$ cat src/rtl/multicycle_ctrl.sv
// rtl/multicycle_ctrl.sv - main control FSM for the multicycle datapath with memory-ready timeout.
// Optional performance counters are built when MCTRL_PERF_EN is defined.

module multicycle_ctrl #(
  parameter int TIMEOUT_CYCLES = 16,
  parameter int CNT_W          = 5
) (
  input  logic        clk,
  input  logic        reset,
  input  logic [1:0]  Op,
  input  logic [1:0]  Funct,
  input  logic        Ibit,
  input  logic        Zero,
  input  logic        mem_ready,
  output logic        mem_req,
  output logic        MemWrite,
  output logic        AdrSrc,
  output logic        IRWrite,
  output logic        PCWrite,
  output logic        RegWrite,
  output logic        ALUSrcA,
  output logic [1:0]  ALUSrcB,
  output logic [1:0]  ALUControl,
  output logic [1:0]  ResultSrc,
  output logic [1:0]  ImmSrc,
  output logic        halted,
  output logic        fault
`ifdef MCTRL_PERF_EN
  ,
  output logic [31:0] perf_cycles,
  output logic [31:0] perf_instrs
`endif
);

  typedef enum logic [3:0] {
    S_FETCH,
    S_DECODE,
    S_EXEC_R,
    S_EXEC_I,
    S_ALU_WB,
    S_MEM_ADR,
    S_MEM_RD,
    S_MEM_WB,
    S_MEM_WR,
    S_BRANCH,
    S_HALT,
    S_FAULT
  } state_t;

  // The counter never holds TIMEOUT_CYCLES itself: the wait cycle that would
  // bring it there diverts straight to FAULT.
  localparam logic [CNT_W-1:0] WAIT_LAST = CNT_W'(TIMEOUT_CYCLES - 1);

  state_t           r_state;
  state_t           w_next;
  logic [1:0]       r_op;
  logic [1:0]       r_funct;
  logic             r_ibit;
  logic [CNT_W-1:0] r_wait;

  logic w_req;
  logic w_wait;
  logic w_timeout;
  logic w_memwrite;
  logic w_irwrite;
  logic w_pcwrite;
  logic w_regwrite;

  function automatic logic [1:0] imm_mode(input logic [1:0] op);
    return (op == 2'b11) ? 2'b00 : op;
  endfunction

  assign w_req     = (r_state == S_FETCH) || (r_state == S_MEM_RD) || (r_state == S_MEM_WR);
  assign w_wait    = w_req && !mem_ready;
  assign w_timeout = w_wait && (r_wait == WAIT_LAST);

  always_comb begin
    w_next     = r_state;
    w_memwrite = 1'b0;
    w_irwrite  = 1'b0;
    w_pcwrite  = 1'b0;
    w_regwrite = 1'b0;
    AdrSrc     = 1'b0;
    ALUSrcA    = 1'b0;
    ALUSrcB    = 2'b00;
    ALUControl = 2'b00;
    ResultSrc  = 2'b00;
    ImmSrc     = imm_mode(r_op);

    case (r_state)
      S_FETCH: begin
        ALUSrcB   = 2'b10;
        ResultSrc = 2'b10;
        if (mem_ready) begin
          w_irwrite = 1'b1;
          w_pcwrite = 1'b1;
          w_next    = S_DECODE;
        end
      end
      S_DECODE: begin
        ImmSrc = imm_mode(Op);
        case (Op)
          2'b00:   w_next = Ibit ? S_EXEC_I : S_EXEC_R;
          2'b01:   w_next = S_MEM_ADR;
          2'b10:   w_next = S_BRANCH;
          default: w_next = S_HALT;
        endcase
      end
      S_EXEC_R, S_EXEC_I: begin
        // r_ibit is 1 exactly in EXEC_I, so it selects the ExtImm operand.
        ALUSrcA    = 1'b1;
        ALUSrcB    = {1'b0, r_ibit};
        ALUControl = r_funct;
        w_next     = S_ALU_WB;
      end
      S_ALU_WB: begin
        w_regwrite = 1'b1;
        ResultSrc  = 2'b00;
        w_next     = S_FETCH;
      end
      S_MEM_ADR: begin
        ALUSrcA = 1'b1;
        ALUSrcB = 2'b01;
        w_next  = r_funct[0] ? S_MEM_RD : S_MEM_WR;
      end
      S_MEM_RD: begin
        AdrSrc = 1'b1;
        if (mem_ready) w_next = S_MEM_WB;
      end
      S_MEM_WB: begin
        w_regwrite = 1'b1;
        ResultSrc  = 2'b01;
        w_next     = S_FETCH;
      end
      S_MEM_WR: begin
        AdrSrc     = 1'b1;
        w_memwrite = 1'b1;
        if (mem_ready) w_next = S_FETCH;
      end
      S_BRANCH: begin
        ALUSrcB   = 2'b01;
        ResultSrc = 2'b10;
        w_pcwrite = (r_funct == 2'b00) || ((r_funct == 2'b01) && Zero);
        w_next    = S_FETCH;
      end
      S_HALT, S_FAULT: begin
        w_next = r_state;
      end
      default: w_next = S_FETCH;
    endcase

    if (w_timeout) w_next = S_FAULT;
  end

  // Strobes are gated by reset so nothing escapes during an asynchronous abort.
  assign mem_req  = w_req      && !reset;
  assign MemWrite = w_memwrite && !reset;
  assign IRWrite  = w_irwrite  && !reset;
  assign PCWrite  = w_pcwrite  && !reset;
  assign RegWrite = w_regwrite && !reset;
  assign halted   = (r_state == S_HALT);
  assign fault    = (r_state == S_FAULT);

`ifdef MCTRL_PERF_EN
  logic [31:0] r_perf_cycles;
  logic [31:0] r_perf_instrs;

  assign perf_cycles = r_perf_cycles;
  assign perf_instrs = r_perf_instrs;
`endif

  always_ff @(posedge clk or posedge reset) begin
    if (reset) begin
      r_state <= S_FETCH;
      r_op    <= 2'b00;
      r_funct <= 2'b00;
      r_ibit  <= 1'b0;
      r_wait  <= '0;
`ifdef MCTRL_PERF_EN
      r_perf_cycles <= '0;
      r_perf_instrs <= '0;
`endif
    end else begin
      r_state <= w_next;
      if (r_state == S_DECODE) begin
        r_op    <= Op;
        r_funct <= Funct;
        r_ibit  <= Ibit;
      end
      r_wait <= (w_wait && !w_timeout) ? r_wait + CNT_W'(1) : '0;
`ifdef MCTRL_PERF_EN
      if ((r_state != S_HALT) && (r_state != S_FAULT)) r_perf_cycles <= r_perf_cycles + 32'd1;
      if ((r_state == S_FETCH) && mem_ready) r_perf_instrs <= r_perf_instrs + 32'd1;
`endif
    end
  end

endmodule

$ cat config.mk
export PLATFORM = sky130hd
export DESIGN_NAME = multicycle_ctrl
export DESIGN_NICKNAME = d
export VERILOG_FILES = /design/src/rtl/multicycle_ctrl.sv
export SDC_FILE = /design/constraint.sdc
export NUM_CORES = 1
export LEC_CHECK = 0
export ABC_CLOCK_PERIOD_IN_PS = 1800
export CAP_MARGIN = 20
export CORE_MARGIN = 4
export CORE_UTILIZATION = 30
export CTS_BUF_LIST = sky130_fd_sc_hd__clkbuf_8
export DETAILED_ROUTE_END_ITERATION = 8
export SLEW_MARGIN = 10
export SYNTH_ARGS = -nofsm -noshare
export SYNTH_HDL_FRONTEND = slang
export SYNTH_SLANG_ARGS = --single-unit
$ cat constraint.sdc
create_clock -name clk -period 1.8 [get_ports clk]
set_clock_uncertainty 0.2 [all_clocks]
set_input_delay 0.45 -clock clk [delete_from_list [all_inputs] [get_ports clk]]
set_output_delay 0.45 -clock clk [all_outputs]
set_load 0.02 [all_outputs]
==> results.py <==
metrics = {
    "pwr": {
        "pwr-share-seq": 0.156,
        "p_leak_nw": 0.984,
        "powerDensity_nw_per_um2": 1620,
        "power.switching_mw": 1.37,
        "pwr-share-clk": 0.089,
        "p_comb_frac": 0.756,
        "irDropWorstVdd_mv": 0.645,
        "internal_power_mw": 2.11,
        "swShare": 0.394,
    },
    "route": {
        "routed_wl_um": 3190,
        "postRouteAntennaNets": 0,
        "via_count": 1127,
        "firstDrtPassIters": 4,
        "wl_per_cell_um": 13.0,
        "drc": 0,
        "vias_per_cell": 4.58,
        "drt_iter0_markers": 20,
    },
    "clock_network": {
        "cts_buffer_depth": 2,
        "cts_tree": "done",
        "cts_buffers": 3,
        "clock_sinks": 14,
        "worstSkewPairLatency_ps": 250,
        "cts.clk_slew.worst_paths_ps": 60,
        "htreeDepth": 1,
        "cts_root_buf": "clkbuf_8",
    },
    "yosys": {
        "netlist_instances": 118,
        "synth.area.top_cells": "dfrtp_1 (32%), ha_1 (9.1%), mux2_1 (5.1%)",
        "yosys.area.top_type": "dfrtp_1",
        "ys.flop_type": "dfrtp_1",
        "synth_nets": 135,
        "yosysWarningCount": 0,
        "async_flop_share": 1.00,
        "syn_area_um2": 1100,
        "ys_ff_latch": 14,
        "synthDistinctLibCells": 40,
        "synth-edff-count": 0,
        "seq_area_frac_synth": 0.320,
        "synth_top_area_frac": 0.320,
        "avgSynthCellArea_um2": 9.29,
    },
    "place": {
        "dp_slack_ps": -804,
        "port-buffer-count": 25,
        "dp.final_hpwl_um": 2220,
        "gp_congestion": 0.816,
        "postPlaceCellArea_um2": 1680,
    },
    "sta": {
        "setup_viol": 20,
        "fin_crit_sh": 1.20,
        "min_period_ps": 2160,
        "final_max_slew_viol_count": 0,
        "relSlewSlack": 0.847,
        "setup_ws_ps": -360,
        "tightest_slew_ps": 228,
        "max_freq_mhz": 463,
        "hold_viol": 0,
        "grt_setup_unrepaired": "yes",
    },
    "global_route": {
        "grt_pass1_wl_um": 5020,
        "overflow": 0,
        "met2_usage": 0.267,
        "use_met3": 0.0263,
        "globalRouteTotalUtil": 0.144,
        "use_met1": 0.164,
        "grt.busiest_layer": "met2",
        "antenna_found_initial": 0,
        "grt_max_degree": 12,
        "grt_pass1_vias": 1119,
    },
    "setup_path": {
        "crit_path_end_kind": "output port",
        "cp.required_ps": 1150,
        "cp-start-kind": "flop",
        "crit_fanout": 2,
        "critPathKind": "flop to output port",
        "worstPathArrival_ps": 1510,
    },
    "final_layout": {
        "design_area_um2": 2150,
        "drive_above_1_share": 0.635,
        "fillers": 263,
        "fin_util": 0.626,
        "fin_nets": 218,
        "synthToLayoutAreaGrowth_pct": 96.5,
        "antenna_cells": 0,
    },
    "floorplanning": {
        "dieArea_um2": 4680,
        "die_w_um": 68.4,
        "design.portCount": 26,
        "design.core.area_um2": 3440,
        "rows": 21,
        "start_util": 0.318,
        "die_h_um": 68.4,
    },
    "outcome": {
        "violations": "negative setup slack",
        "status": "complete, but fails checks",
    },
    "flow_run": {
        "drv_cap": 0,
    },
    "min_path": {
        "min_path_type": "input port to asynchronous set/reset pin",
    },
}
## metal layers
| metal | vias up | share of wire |
|---|---|---|
| li1 | 569 | - |
| met3 | 2 | 0.039 |
| met2 | 16 | 0.55 |
| met4 | 0 | 0.0050 |
| met5 | - | 0 |
| met1 | 540 | 0.40 |
## what timing repair did
action,CTS,global route
endpoints found under the hold margin,0,0
hold buffers,0,0
buffers inserted,18,8
gates resized for setup,129,33
pin swaps,17,14
endpoints found under the setup margin,24,28
## critical path, cell delays in order, from the launching register on
cell,delay (ps)
dfrtp_1,410
buf_6,140
nor4_4,290
and3_4,230
a41o_4,90
buf_6,110
## layout make-up
| type | instances | area, µm² | area share |
|---|---|---|---|
| tap | 46 | 57.6 | 0.0267 |
| timing repair buffer | 85 | 772 | 0.359 |
| sequential | 14 | 354 | 0.164 |
| inverter | 7 | 26.3 | 0.0122 |
| clock buffer | 4 | 55.1 | 0.0256 |
| multi-input combinational | 90 | 888 | 0.413 |
## registers in the layout, summed over array words and instances, names as in the netlist
signal	cells
r_ibit	1
r_funct	2
r_op	2
r_state	4
r_wait	5
## through the flow
stage / hold WS, ps / instances / setup TNS (ps) / total power, mW
2_1_floorplan: 162 / 118 / -566 / 1.62
3_3_place_gp: 282 / 218 / -12430 / 2.33
3_5_place_dp: 296 / 218 / -12890 / 2.36
4_1_cts: 134 / 239 / -5200 / 3.14
5_1_grt: 161 / 246 / -6350 / 3.73
6_report: 150 / 246 / -4810 / 3.49
## power groups by stage
stage	Clock, mW	Sequential [mW]	Combinational, mW
4_1_cts	0.320	0.538	2.28
2_1_floorplan	0	0.494	1.13
3_3_place_gp	0	0.547	1.78
6_report	0.309	0.543	2.64
5_1_grt	0.335	0.566	2.83
3_5_place_dp	0	0.555	1.80
## worst paths after layout
check | depth (start not counted) | start | slack [ps] | to
setup / recovery | 5 | r_state[3] | -360 | PCWrite
hold / removal | 3 | reset | 150 | r_funct[1]
setup reg to reg | 7 | r_state[2] | -110 | r_state[0]
hold reg to reg | 1 | r_ibit | 310 | r_ibit
max in group asynchronous | 3 | reset | 1050 | r_state[2]
min in group clk | 1 | r_ibit | 310 | r_ibit
## cells in the mapped netlist (2+ instances only)
| cell type | instances |
|---|---|
| buf_4 | 2 |
| mux2_1 | 5 |
| nor2_1 | 13 |
| ha_1 | 8 |
| nor2b_1 | 3 |
| nor3_2 | 2 |
| o21ai_0 | 5 |
| buf_6 | 4 |
| and3_1 | 3 |
| a21oi_1 | 7 |
| or2_1 | 2 |
| nand2b_1 | 6 |
| xor2_1 | 2 |
| dfrtp_1 | 14 |
| nor3_1 | 2 |
| inv_1 | 7 |
| nand3_1 | 2 |
| nand2_1 | 8 |
| and2_1 | 2 |
## cell usage in the layout (no fill, tap or decap), types with 2 or more instances in the layout
master and n:
buf_4 44, mux2_1 3, nor2b_4 2, ha_1 7, dlygate4sd2_1 3, dfrtp_2 3
nand2b_1 3, dfrtp_1 11, mux2_4 2, nor4_4 2, o21ai_0 2, nand2b_4 4
clkdlybuf4s50_1 5, and3_4 4, buf_6 32, and2_4 2, nor2b_1 2, o21ai_2 3
nor2_2 2, nor2_4 6, nand2_2 2, nor2_1 5, nand2_1 6, nor3_4 2
clkbuf_8 4, inv_1 6, nand3_1 2, a21oi_1 6
## cells by family after synthesis
logic type               synth area share
AND/OR/NAND/NOR                     0.269
flip-flops                          0.320
multiplexers                       0.0514
AO/OA/AOI/OAI                       0.161
buffers and inverters              0.0833
XOR/XNOR                           0.0240
adder cells (fa/ha/maj)            0.0913
(Power assumes the default switching activity.)
